===== src/rtl/router_pkg.sv =====
// Shared definitions for the router output-port controller and its arbiter.
package router_pkg;

  // Offsets of the control bits counted down from the flit MSB.
  localparam int unsigned HEAD_BIT = 0;
  localparam int unsigned TAIL_BIT = 1;

  typedef enum logic {IDLE, LOCKED} port_state_t;

  function automatic int unsigned credit_w(int unsigned credits);
    return $clog2(credits + 1);
  endfunction

endpackage


===== src/rtl/router_rr_pick.sv =====
// Round-robin one-hot picker: combinational grant from req, registered priority pointer.
module router_rr_pick #(
  parameter int unsigned N = 5
) (
  input  logic                            clk,
  input  logic                            rst,
  input  logic [N-1:0]                    req,
  input  logic                            upd,
  output logic [N-1:0]                    grant,
  output logic [((N > 1) ? $clog2(N) : 1)-1:0] ptr
);

  localparam int unsigned PW = (N > 1) ? $clog2(N) : 1;

  logic [PW-1:0] ptr_q, ptr_d, win_idx;
  logic          found;
  int unsigned   idx;

  // Scan from the pointer upward with wrap; first requester wins.
  always_comb begin
    grant   = '0;
    win_idx = '0;
    found   = 1'b0;
    idx     = 0;
    for (int unsigned k = 0; k < N; k++) begin
      idx = (int'(ptr_q) + k) % N;
      if (!found && req[idx]) begin
        found      = 1'b1;
        grant[idx] = 1'b1;
        win_idx    = PW'(idx);
      end
    end
  end

  always_comb begin
    ptr_d = ptr_q;
    if (upd && found) begin
      ptr_d = (win_idx == PW'(N - 1)) ? '0 : win_idx + PW'(1);
    end
  end

  always_ff @(posedge clk) begin
    if (rst) begin
      ptr_q <= '0;
    end else begin
      ptr_q <= ptr_d;
    end
  end

  assign ptr = ptr_q;

endmodule


===== src/rtl/router_output_port_ctrl.sv =====
// Wormhole output-port controller: round-robin head allocation, packet lock, credit gating,
// and a registered output flit.
module router_output_port_ctrl
  import router_pkg::*;
#(
  parameter int unsigned NIN     = 5,
  parameter int unsigned FLIT_W  = 34,
  parameter int unsigned CREDITS = 4
) (
  input  logic                              clk,
  input  logic                              rst,
  input  logic [NIN-1:0]                    in_valid,
  input  logic [NIN*FLIT_W-1:0]             in_flit,
  output logic [NIN-1:0]                    in_ready,
  output logic                              out_valid,
  output logic [FLIT_W-1:0]                 out_flit,
  input  logic                              credit_return,
  output logic [NIN-1:0]                    owner,
  output logic [credit_w(CREDITS)-1:0]      credits
);

  localparam int unsigned CW   = credit_w(CREDITS);
  localparam int unsigned HPOS = FLIT_W - 1 - HEAD_BIT;
  localparam int unsigned TPOS = FLIT_W - 1 - TAIL_BIT;
  localparam int unsigned PW   = (NIN > 1) ? $clog2(NIN) : 1;

  port_state_t       state_q, state_d;
  logic [NIN-1:0]    owner_q, owner_d;
  logic [CW-1:0]     credits_q, credits_d;
  logic              out_valid_q;
  logic [FLIT_W-1:0] out_flit_q, sel_flit;
  logic [NIN-1:0]    heads, elig, rr_grant;
  logic [PW-1:0]     rr_ptr;
  logic              has_credit, credits_full, fwd, sel_head, sel_tail, rr_upd;
  logic              nonhead_idle_err, owner_head_err;

  always_comb begin
    heads = '0;
    for (int unsigned i = 0; i < NIN; i++) begin
      heads[i] = in_flit[i*FLIT_W + HPOS];
    end
  end

  assign elig         = in_valid & heads;
  assign has_credit   = (credits_q != '0);
  assign credits_full = (credits_q == CW'(CREDITS));

  router_rr_pick #(
    .N (NIN)
  ) u_rr (
    .clk   (clk),
    .rst   (rst),
    .req   (elig),
    .upd   (rr_upd),
    .grant (rr_grant),
    .ptr   (rr_ptr)
  );

  always_comb begin
    in_ready = '0;
    unique case (state_q)
      IDLE:    in_ready = has_credit ? rr_grant : '0;
      LOCKED:  in_ready = owner_q & in_valid & {NIN{has_credit}};
      default: in_ready = '0;
    endcase
  end

  assign fwd    = |in_ready;
  assign rr_upd = (state_q == IDLE) && fwd;

  // AND-OR mux on the one-hot grant.
  always_comb begin
    sel_flit = '0;
    for (int unsigned i = 0; i < NIN; i++) begin
      sel_flit = sel_flit | (in_flit[i*FLIT_W +: FLIT_W] & {FLIT_W{in_ready[i]}});
    end
  end

  assign sel_head = sel_flit[HPOS];
  assign sel_tail = sel_flit[TPOS];

  always_comb begin
    state_d = state_q;
    owner_d = owner_q;
    unique case (state_q)
      IDLE: begin
        if (fwd && !(sel_head && sel_tail)) begin
          state_d = LOCKED;
          owner_d = in_ready;
        end
      end
      LOCKED: begin
        if (fwd && sel_tail) begin
          state_d = IDLE;
          owner_d = '0;
        end
      end
      default: begin
        state_d = IDLE;
        owner_d = '0;
      end
    endcase
  end

  always_comb begin
    credits_d = credits_q;
    if (fwd && !credit_return) begin
      credits_d = credits_q - CW'(1);
    end else if (!fwd && credit_return && !credits_full) begin
      credits_d = credits_q + CW'(1);
    end
  end

  always_ff @(posedge clk) begin
    if (rst) begin
      state_q     <= IDLE;
      owner_q     <= '0;
      credits_q   <= CW'(CREDITS);
      out_valid_q <= 1'b0;
      out_flit_q  <= '0;
    end else begin
      state_q     <= state_d;
      owner_q     <= owner_d;
      credits_q   <= credits_d;
      out_valid_q <= fwd;
      if (fwd) begin
        out_flit_q <= sel_flit;
      end
    end
  end

  assign out_valid = out_valid_q;
  assign out_flit  = out_flit_q;
  assign owner     = owner_q;
  assign credits   = credits_q;

  assign nonhead_idle_err = (state_q == IDLE) && |(in_valid & ~heads);
  assign owner_head_err   = (state_q == LOCKED) && |(owner_q & in_valid & heads);

  a_ready_onehot: assert property (@(posedge clk) disable iff (rst) $onehot0(in_ready));
  a_owner_onehot: assert property (@(posedge clk) disable iff (rst) $onehot0(owner_q));
  a_credit_max:   assert property (@(posedge clk) disable iff (rst) credits_q <= CW'(CREDITS));
  a_ready_valid:  assert property (@(posedge clk) disable iff (rst) (in_ready & ~in_valid) == '0);

  // Upstream protocol violations are reported but not treated as design faults.
  a_nonhead_idle: assert property (@(posedge clk) disable iff (rst) !nonhead_idle_err)
    else $warning("non-head flit presented while port idle");
  a_owner_head:   assert property (@(posedge clk) disable iff (rst) !owner_head_err)
    else $warning("head flit from owner while locked");
  a_credit_sat:   assert property (@(posedge clk) disable iff (rst)
                                   !(credit_return && credits_full && !fwd))
    else $warning("credit return with counter already full");

endmodule

===== config.mk =====
export PLATFORM = sky130hd
export DESIGN_NAME = router_output_port_ctrl
export DESIGN_NICKNAME = d
export VERILOG_FILES = /design/src/rtl/router_pkg.sv /design/src/rtl/router_rr_pick.sv /design/src/rtl/router_output_port_ctrl.sv
export SDC_FILE = /design/constraint.sdc
export NUM_CORES = 1
export LEC_CHECK = 0
export CAP_MARGIN = 20
export CELL_PAD_IN_SITES_DETAIL_PLACEMENT = 1
export CELL_PAD_IN_SITES_GLOBAL_PLACEMENT = 2
export CORE_ASPECT_RATIO = 1.75
export CORE_UTILIZATION = 23
export DETAILED_ROUTE_END_ITERATION = 7
export PLACE_DENSITY_LB_ADDON = 0.25
export SLEW_MARGIN = 20
export SYNTH_ARGS = -nofsm -noshare
export SYNTH_HDL_FRONTEND = slang
export SYNTH_HIERARCHICAL = 1
export SYNTH_SLANG_ARGS = --single-unit

===== constraint.sdc =====
create_clock -name clk -period 8.8 [get_ports clk]
set_clock_uncertainty 0.15 [all_clocks]
set_input_delay 1.76 -clock clk [delete_from_list [all_inputs] [get_ports clk]]
set_output_delay 1.76 -clock clk [all_outputs]
set_load 0.01 [all_outputs]

## Yosys cells after proc, flatten, opt, wreduce, memory -nomap -nowiden

Index checks and enable logic that the tools add are counted.

| word-level totals | value |
|---|---|
| output and inout bits | 48 |
| logic and storage cells | 124 |
| bits of input ports | 178 |
| register bits | 47 |

| operators by class | value |
|---|---|
| equality and inequality tests | 4 |
| divide/modulo/power cells | 5 |
| add/sub/neg operators | 7 |
| $lt $le $gt $ge | 10 |
| mux-type cells | 46 |
| bitwise operators | 17 |
| reduce and logical (&&, ||, !) cells | 29 |

Operators by type and width:

| cell | number |
|---|---|
| $and A34 B34 Y34 | 5 |
| $ge A32 B1 Y1 const B | 5 |
| $lt A32 B4 Y1 const B | 5 |
| $or A34 B34 Y34 | 4 |
| $mod A32 B3 Y32 const B | 4 |
| $mux W5 | 8 |
| $mod A3 B3 Y32 const B | 1 |
| $mux W3 | 8 |
| $or A5 B5 Y5 | 4 |
| $pmux W5 S2 | 2 |
| $logic_and A1 B1 Y1 | 17 |
| $mux W1 | 17 |
| $and A5 B5 Y5 | 3 |
| $bmux W1 S3 | 5 |
| $demux W1 S3 | 5 |
| $add A3 B2 Y4 const B | 2 |
| $logic_not A1 Y1 | 8 |
| $add A3 B1 Y3 const B | 2 |
| $eq A3 B3 Y1 const B | 2 |
| $reduce_or A5 Y1 | 1 |
| $add A3 B1 Y4 const B | 1 |
| $add A3 B3 Y4 const B | 1 |
| $ne A2 B1 Y1 const B | 2 |
| $reduce_bool A3 Y1 | 1 |
| other kinds (5) | 5 |

## Longest topological paths before layout

Gate-level depths: netlist (run 1).

| depth | value |
|---|---|
| depth after elaboration | 28 |
| depth in mapped cells | 32 |
| mapped depth without buffers | 26 |

## By module

The synthesis (run 1) kept the hierarchy.

Modules (own cells, without submodules):

| module | area each (sq um) | seq. area each (sq um) | cells an instance | times used |
|---|---|---|---|---|
| router_output_port_ctrl | 2626.3 | 880.8 | 304 | 1 |
| router_rr_pick | 2453.6 | 60.1 | 355 | 1 |

## Least setup slack after synthesis (run 1)

No wires, ideal clock.

| timing | value |
|---|---|
| path type | register to output |
| from | register u_rr.ptr_q[1], in the netlist u_rr/ptr[1] |
| to | output in_ready[1] |
| stages on the path, launching flop included | 20 |
| buffers on the path | 3 |
| arrival time | 5.337 ns |
| slack | 1.553 ns |
| required time | 6.890 ns |
| cell sequence | dfxtp_1 clkbuf_1 inv_1 ha_1 buf_2 inv_2 ha_1 inv_1 ha_1 nand3b_1 a221oi_2 or4_1 o2111a_2 or4b_4 or3_4 or4_4 o221ai_1 nand2b_1 a21oi_2 clkbuf_1 |

| between the ends | value |
|---|---|
| longest elaborated chain between the ends | 18 |
| elaborated cells between the ends (all ways) | 67 |
| those cells by class | add/sub: 4; div: 5; order compare: 10; mux: 31; bitwise: 4; reduce/logical: 13 |

RTL lines:

| what | line | text |
|---|---|---|
| from (decl) | router_rr_pick.sv:15 | `logic [PW-1:0] ptr_q, ptr_d, win_idx;` |
| from (signal assigned) | router_rr_pick.sv:46 | `ptr_q <= ptr_d;` |
| parallel branches: the longest is 15 deep, another holds $mod A32 B3 Y32 | -- |  |
| $mux W5 * | router_rr_pick.sv:27 | `if (!found && req[idx]) begin` |
| named net rr_grant[1] | router_output_port_ctrl.sv:32 | `logic [NIN-1:0] heads, elig, rr_grant;` |
| $mux W5 * | router_output_port_ctrl.sv:62 | `IDLE: in_ready = has_credit ? rr_grant : '0;` |
| $pmux W5 S2 * | router_output_port_ctrl.sv:61 | `unique case (state_q)` |
| to (decl) | router_output_port_ctrl.sv:14 | `output logic [NIN-1:0] in_ready,` |

Mark *: on every way through the listed nets, which the timed path passes. The select of a mux whose other input is x is not followed.

## Worst setup path after layout (run 1)

| timing | value |
|---|---|
| from | input in_valid[3] |
| to | output in_ready[1] |

| between the ends | value |
|---|---|
| longest elaborated chain between the ends | 18 |
| elaborated cells between the ends (all ways) | 34 |
| those cells by class | mux: 21; bitwise: 5; reduce/logical: 8 |

RTL lines:

| what | line | text |
|---|---|---|
| from (decl) | router_output_port_ctrl.sv:12 | `input logic [NIN-1:0] in_valid,` |
| $and A5 B5 Y5 * | router_output_port_ctrl.sv:44 | `assign elig = in_valid & heads;` |
| named net elig[3] | router_output_port_ctrl.sv:32 |  |
| $bmux W1 S3 | router_rr_pick.sv:27 |  |
| $mux W1 (implied by the code) | router_rr_pick.sv:27 |  |
| $mux W1 | router_rr_pick.sv:27 |  |
| $logic_not A1 Y1 | router_rr_pick.sv:27 |  |
| $logic_and A1 B1 Y1 | router_rr_pick.sv:27 |  |
| $mux W1 | router_rr_pick.sv:27 |  |
| [4 not listed] | -- |  |
| $logic_and A1 B1 Y1 | router_rr_pick.sv:27 |  |
| $mux W1 | router_rr_pick.sv:27 |  |
| $logic_not A1 Y1 | router_rr_pick.sv:27 |  |
| $logic_and A1 B1 Y1 | router_rr_pick.sv:27 |  |
| $mux W5 * | router_rr_pick.sv:27 |  |
| named net rr_grant[1] | router_output_port_ctrl.sv:32 |  |
| $mux W5 * | router_output_port_ctrl.sv:62 |  |
| $pmux W5 S2 * | router_output_port_ctrl.sv:61 |  |

Mark *: on every way through the listed nets, which the timed path passes. The rest lies on a longest branch. The select of a mux whose other input is x is not followed.

==> impl_metrics.json, run 1 <==
{
  "ys_types": 87,
  "leakage_nw": 2.72,
  "drt-total-wl_microns": 26400,
  "syn-cell-area_sq_um": 5080,
  "status": "complete, no violations",
  "reg2reg_depth": 27,
  "diodes": 0,
  "cts-resized-gates": 0,
  "synth_top_flop_cell": "dfxtp_1",
  "synth_nets": 866,
  "initial_core_util": 0.235,
  "antenna_found_initial": 0,
  "core_area_sq_um": 21600,
  "cts.hold.buffers_added": 0,
  "drive_gt1_frac": 0.0717,
  "grt.overflow.total": 0,
  "grt_pass1_wl_microns": 39500,
  "rsz0062_at_grt": "false",
  "cts-root-buf": "clkbuf_16",
  "ant_nets": 0,
  "holdPathEnd": "out_flit[32]",
  "hold_viol_final": 0,
  "post_drt_wl_per_cell_microns": 22.8,
  "fin_ws_ns": 0.390,
  "dp_hpwl_microns": 21800,
  "h-tree-depth": 2,
  "total_power_mw": 2.23,
  "std_cell_rows": 71,
  "clk_latency_ns": 0.29,
  "holdCritPathClass": "reg2reg",
  "worstHoldPathCells": 2,
  "routabilityCongestion": 0.880,
  "portBuffers": 225,
  "synth_cells": 659,
  "required_ns": 6.89,
  "clkSinkCount": 47,
  "first_global_vias": 7044,
  "min_from": "out_flit[32]",
  "period_share": 0.956,
  "async_reset_ff_frac": 0,
  "cp_cell_sequence": "clkdlybuf4s50_1, and2_1, nand2b_1, or4_1, o2bb2ai_1, o2111a_2, or4b_4, or3_4, or4_4, o221ai_1, nand2b_1, a21oi_4, clkdlybuf4s50_1",
  "area_growth_pct": 53.1,
  "die_area_sq_um": 22700,
  "grt_max_degree": 56,
  "fp.dieW_microns": 114,
  "dr.first_iter.drc_count": 289,
  "ir_drop_mv": 0.174,
  "critPathCaptureType": "output port",
  "max_slew_margin": 0.302,
  "stdcell_count": 1157,
  "cts_setup_buffers": 0,
  "cp_max_fo": 8,
  "cp.arrival_ns": 6.50,
  "worstReg2RegStart": "u_rr/ptr[0]",
  "cts_buffers": 5,
  "clkTransAtPathRegs_ns": 0.07,
  "r2r_slack_ns": 1.43,
  "routed_via_density": 5.63,
  "nNetsFinal": 1072,
  "synth.avg_cell_area_sq_um": 7.71,
  "slowest_delay_ns": 0.61,
  "path_class": "in2out",
  "worst_slew_pin_slew_ns": 1.05,
  "die_h_microns": 199,
  "ys_warn_count": 6,
  "via_count": 6510,
  "setup_tns_ns": 0,
  "crit_start": "in_valid[3]",
  "r2r-end": "credits[2]",
  "drc_errors": 0,
  "synth_edf_count": 0,
  "crit_path_start_kind": "input port",
  "io_pins": 226,
  "pwr_density_cell_nw_per_um2": 286,
  "cp_slowest_cell": "clkdlybuf4s50_1",
  "setup_viol": 0,
  "ys_seq_elements": 47,
  "placedCellCount": 1150,
  "cts_tree": "yes",
  "clock_path_buffers": 2,
  "firstDrtPassIters": 5,
  "cap_violations": 0,
  "final_util": 0.360,
  "maxSlewViolCount": 0,
  "ys_seq_area_frac": 0.185,
  "track_usage": 0.231,
  "pre_cts_ws_ns": 0.432,
  "fmaxAchievable_ghz": 0.119,
  "post-route-min-period_ns": 8.41
}
cell families after synthesis:
group	after synthesis	share of synthesized area
muxes	18	0.0392
and+or+nand+nor	234	0.247
adders and majority gates	29	0.0729
buffers and inverters	76	0.0687
xor gates and xnor gates	9	0.0170
AOI/OAI and AO/OA	246	0.370
DFF	47	0.185
critical path: cells and delay by family:
kind	cells	cell delay, ns
AND/OR/NAND/NOR	7	2.60
buffers and inverters	2	1.08
AO/OA/AOI/OAI	4	1.06
cell usage in the layout (no fill, tap or decap), types with 9 or more instances in the layout:
cell | Yosys | layout
o211ai_1 | 12 | 12
a222oi_1 | 32 | 32
ha_1 | 28 | 28
nand4_1 | 17 | 17
nand2_1 | 71 | 71
o31ai_1 | 9 | 9
clkdlybuf4s50_1 | 0 | 224
a22oi_1 | 38 | 38
or3_1 | 9 | 9
nor2_1 | 39 | 37
inv_1 | 26 | 26
a21oi_1 | 24 | 24
dfxtp_1 | 47 | 47
a31oi_1 | 37 | 37
nor3_1 | 13 | 13
o21ai_0 | 18 | 18
mux2i_1 | 12 | 12
nand2b_1 | 12 | 12
buf_4 | 5 | 22
and2_1 | 9 | 9
nand3_1 | 12 | 12
sequential cells by signal (all words and copies together) (netlist names):
name and flops:
state_q 1, credits 3, u_rr/ptr 3, owner 5
out_valid 1, out_flit 34
cells in the mapped netlist, drive strengths merged, types with 6 or more instances:
| library cell | number | share of area |
|---|---|---|
| and3 | 6 | 0.0074 |
| a22oi | 38 | 0.056 |
| xnor2 | 9 | 0.017 |
| nand3b | 8 | 0.012 |
| inv | 28 | 0.021 |
| a31oi | 37 | 0.046 |
| o31a | 6 | 0.010 |
| nand3 | 14 | 0.017 |
| mux2i | 12 | 0.024 |
| dfxtp | 47 | 0.19 |
| nor4 | 6 | 0.0074 |
| ha | 28 | 0.069 |
| a21oi | 29 | 0.034 |
| a211oi | 6 | 0.0089 |
| nand4 | 17 | 0.021 |
| a222oi | 32 | 0.063 |
| buf | 21 | 0.028 |
| o31ai | 9 | 0.013 |
| and2 | 9 | 0.011 |
| o21ai | 20 | 0.020 |
| nor2 | 39 | 0.029 |
| nand2 | 71 | 0.052 |
| clkbuf | 27 | 0.020 |
| nor3 | 16 | 0.020 |
| nand2b | 12 | 0.015 |
| or3 | 10 | 0.013 |
| o211ai | 12 | 0.018 |
per-stage QoR:
| stage | hold slack (ns) | instance area [sq um] |
|---|---|---|
| finish | 0.312 | 7780 |
| global route | 0.339 | 7780 |
| CTS | 0.319 | 7780 |
| detailed placement | 0.309 | 7630 |
| global placement | 0.301 | 7630 |
| floorplan | 0.331 | 5080 |
metal layers:
| layer | part of all wire | GRT usage |
|---|---|---|
| met1 | 0.33 | 0.204 |
| met3 | 0.055 | 0.0396 |
| met2 | 0.57 | 0.479 |
| met4 | 0.045 | 0.115 |
| met5 | 0 | 0 |
where the power goes:
| group | total [mW] | internal (mW) | switching [mW] |
|---|---|---|---|
| clock network | 0.195 | 0.111 | 0.0838 |
| registers | 0.349 | 0.282 | 0.0672 |
| logic | 1.68 | 0.676 | 1.01 |
cell type report:
type / instances / area, sq um
fillers: 2601 / 13800
multi-input cells: 536 / 3810
repair buffers: 247 / 2410
flip-flops and latches: 47 / 941
well taps: 292 / 365
clock buffers: 6 / 139
inverters: 28 / 105
clock inverters: 1 / 5.00
worst max path at each step:
stage / to / cells after the start / slack (ns)
2_1_floorplan: in_ready[1] / 19 / 1.55
3_3_place_gp: in_ready[0] / 13 / 0.47
3_5_place_dp: in_ready[0] / 13 / 0.43
4_1_cts: in_ready[0] / 13 / 0.43
5_1_grt: in_ready[1] / 21 / 0.19
6_report: in_ready[1] / 13 / 0.39
Power figures use the tool's default switching activity.
==> inputs of run 2 (changes only) <==
--- a/config.mk
+++ b/config.mk
@@ -5,13 +5,14 @@
 export SDC_FILE = /design/constraint.sdc
 export NUM_CORES = 1
 export LEC_CHECK = 0
-export CAP_MARGIN = 20
+export CAP_MARGIN = 0
 export CELL_PAD_IN_SITES_DETAIL_PLACEMENT = 1
 export CELL_PAD_IN_SITES_GLOBAL_PLACEMENT = 2
 export CORE_ASPECT_RATIO = 1.75
 export CORE_UTILIZATION = 23
 export DETAILED_ROUTE_END_ITERATION = 7
 export PLACE_DENSITY_LB_ADDON = 0.25
+export SKIP_CTS_REPAIR_TIMING = 1
 export SLEW_MARGIN = 20
 export SYNTH_ARGS = -nofsm -noshare
 export SYNTH_HDL_FRONTEND = slang
==> results of run 2 <==
Final layout, timing and power as in run 1 (identical DEF).
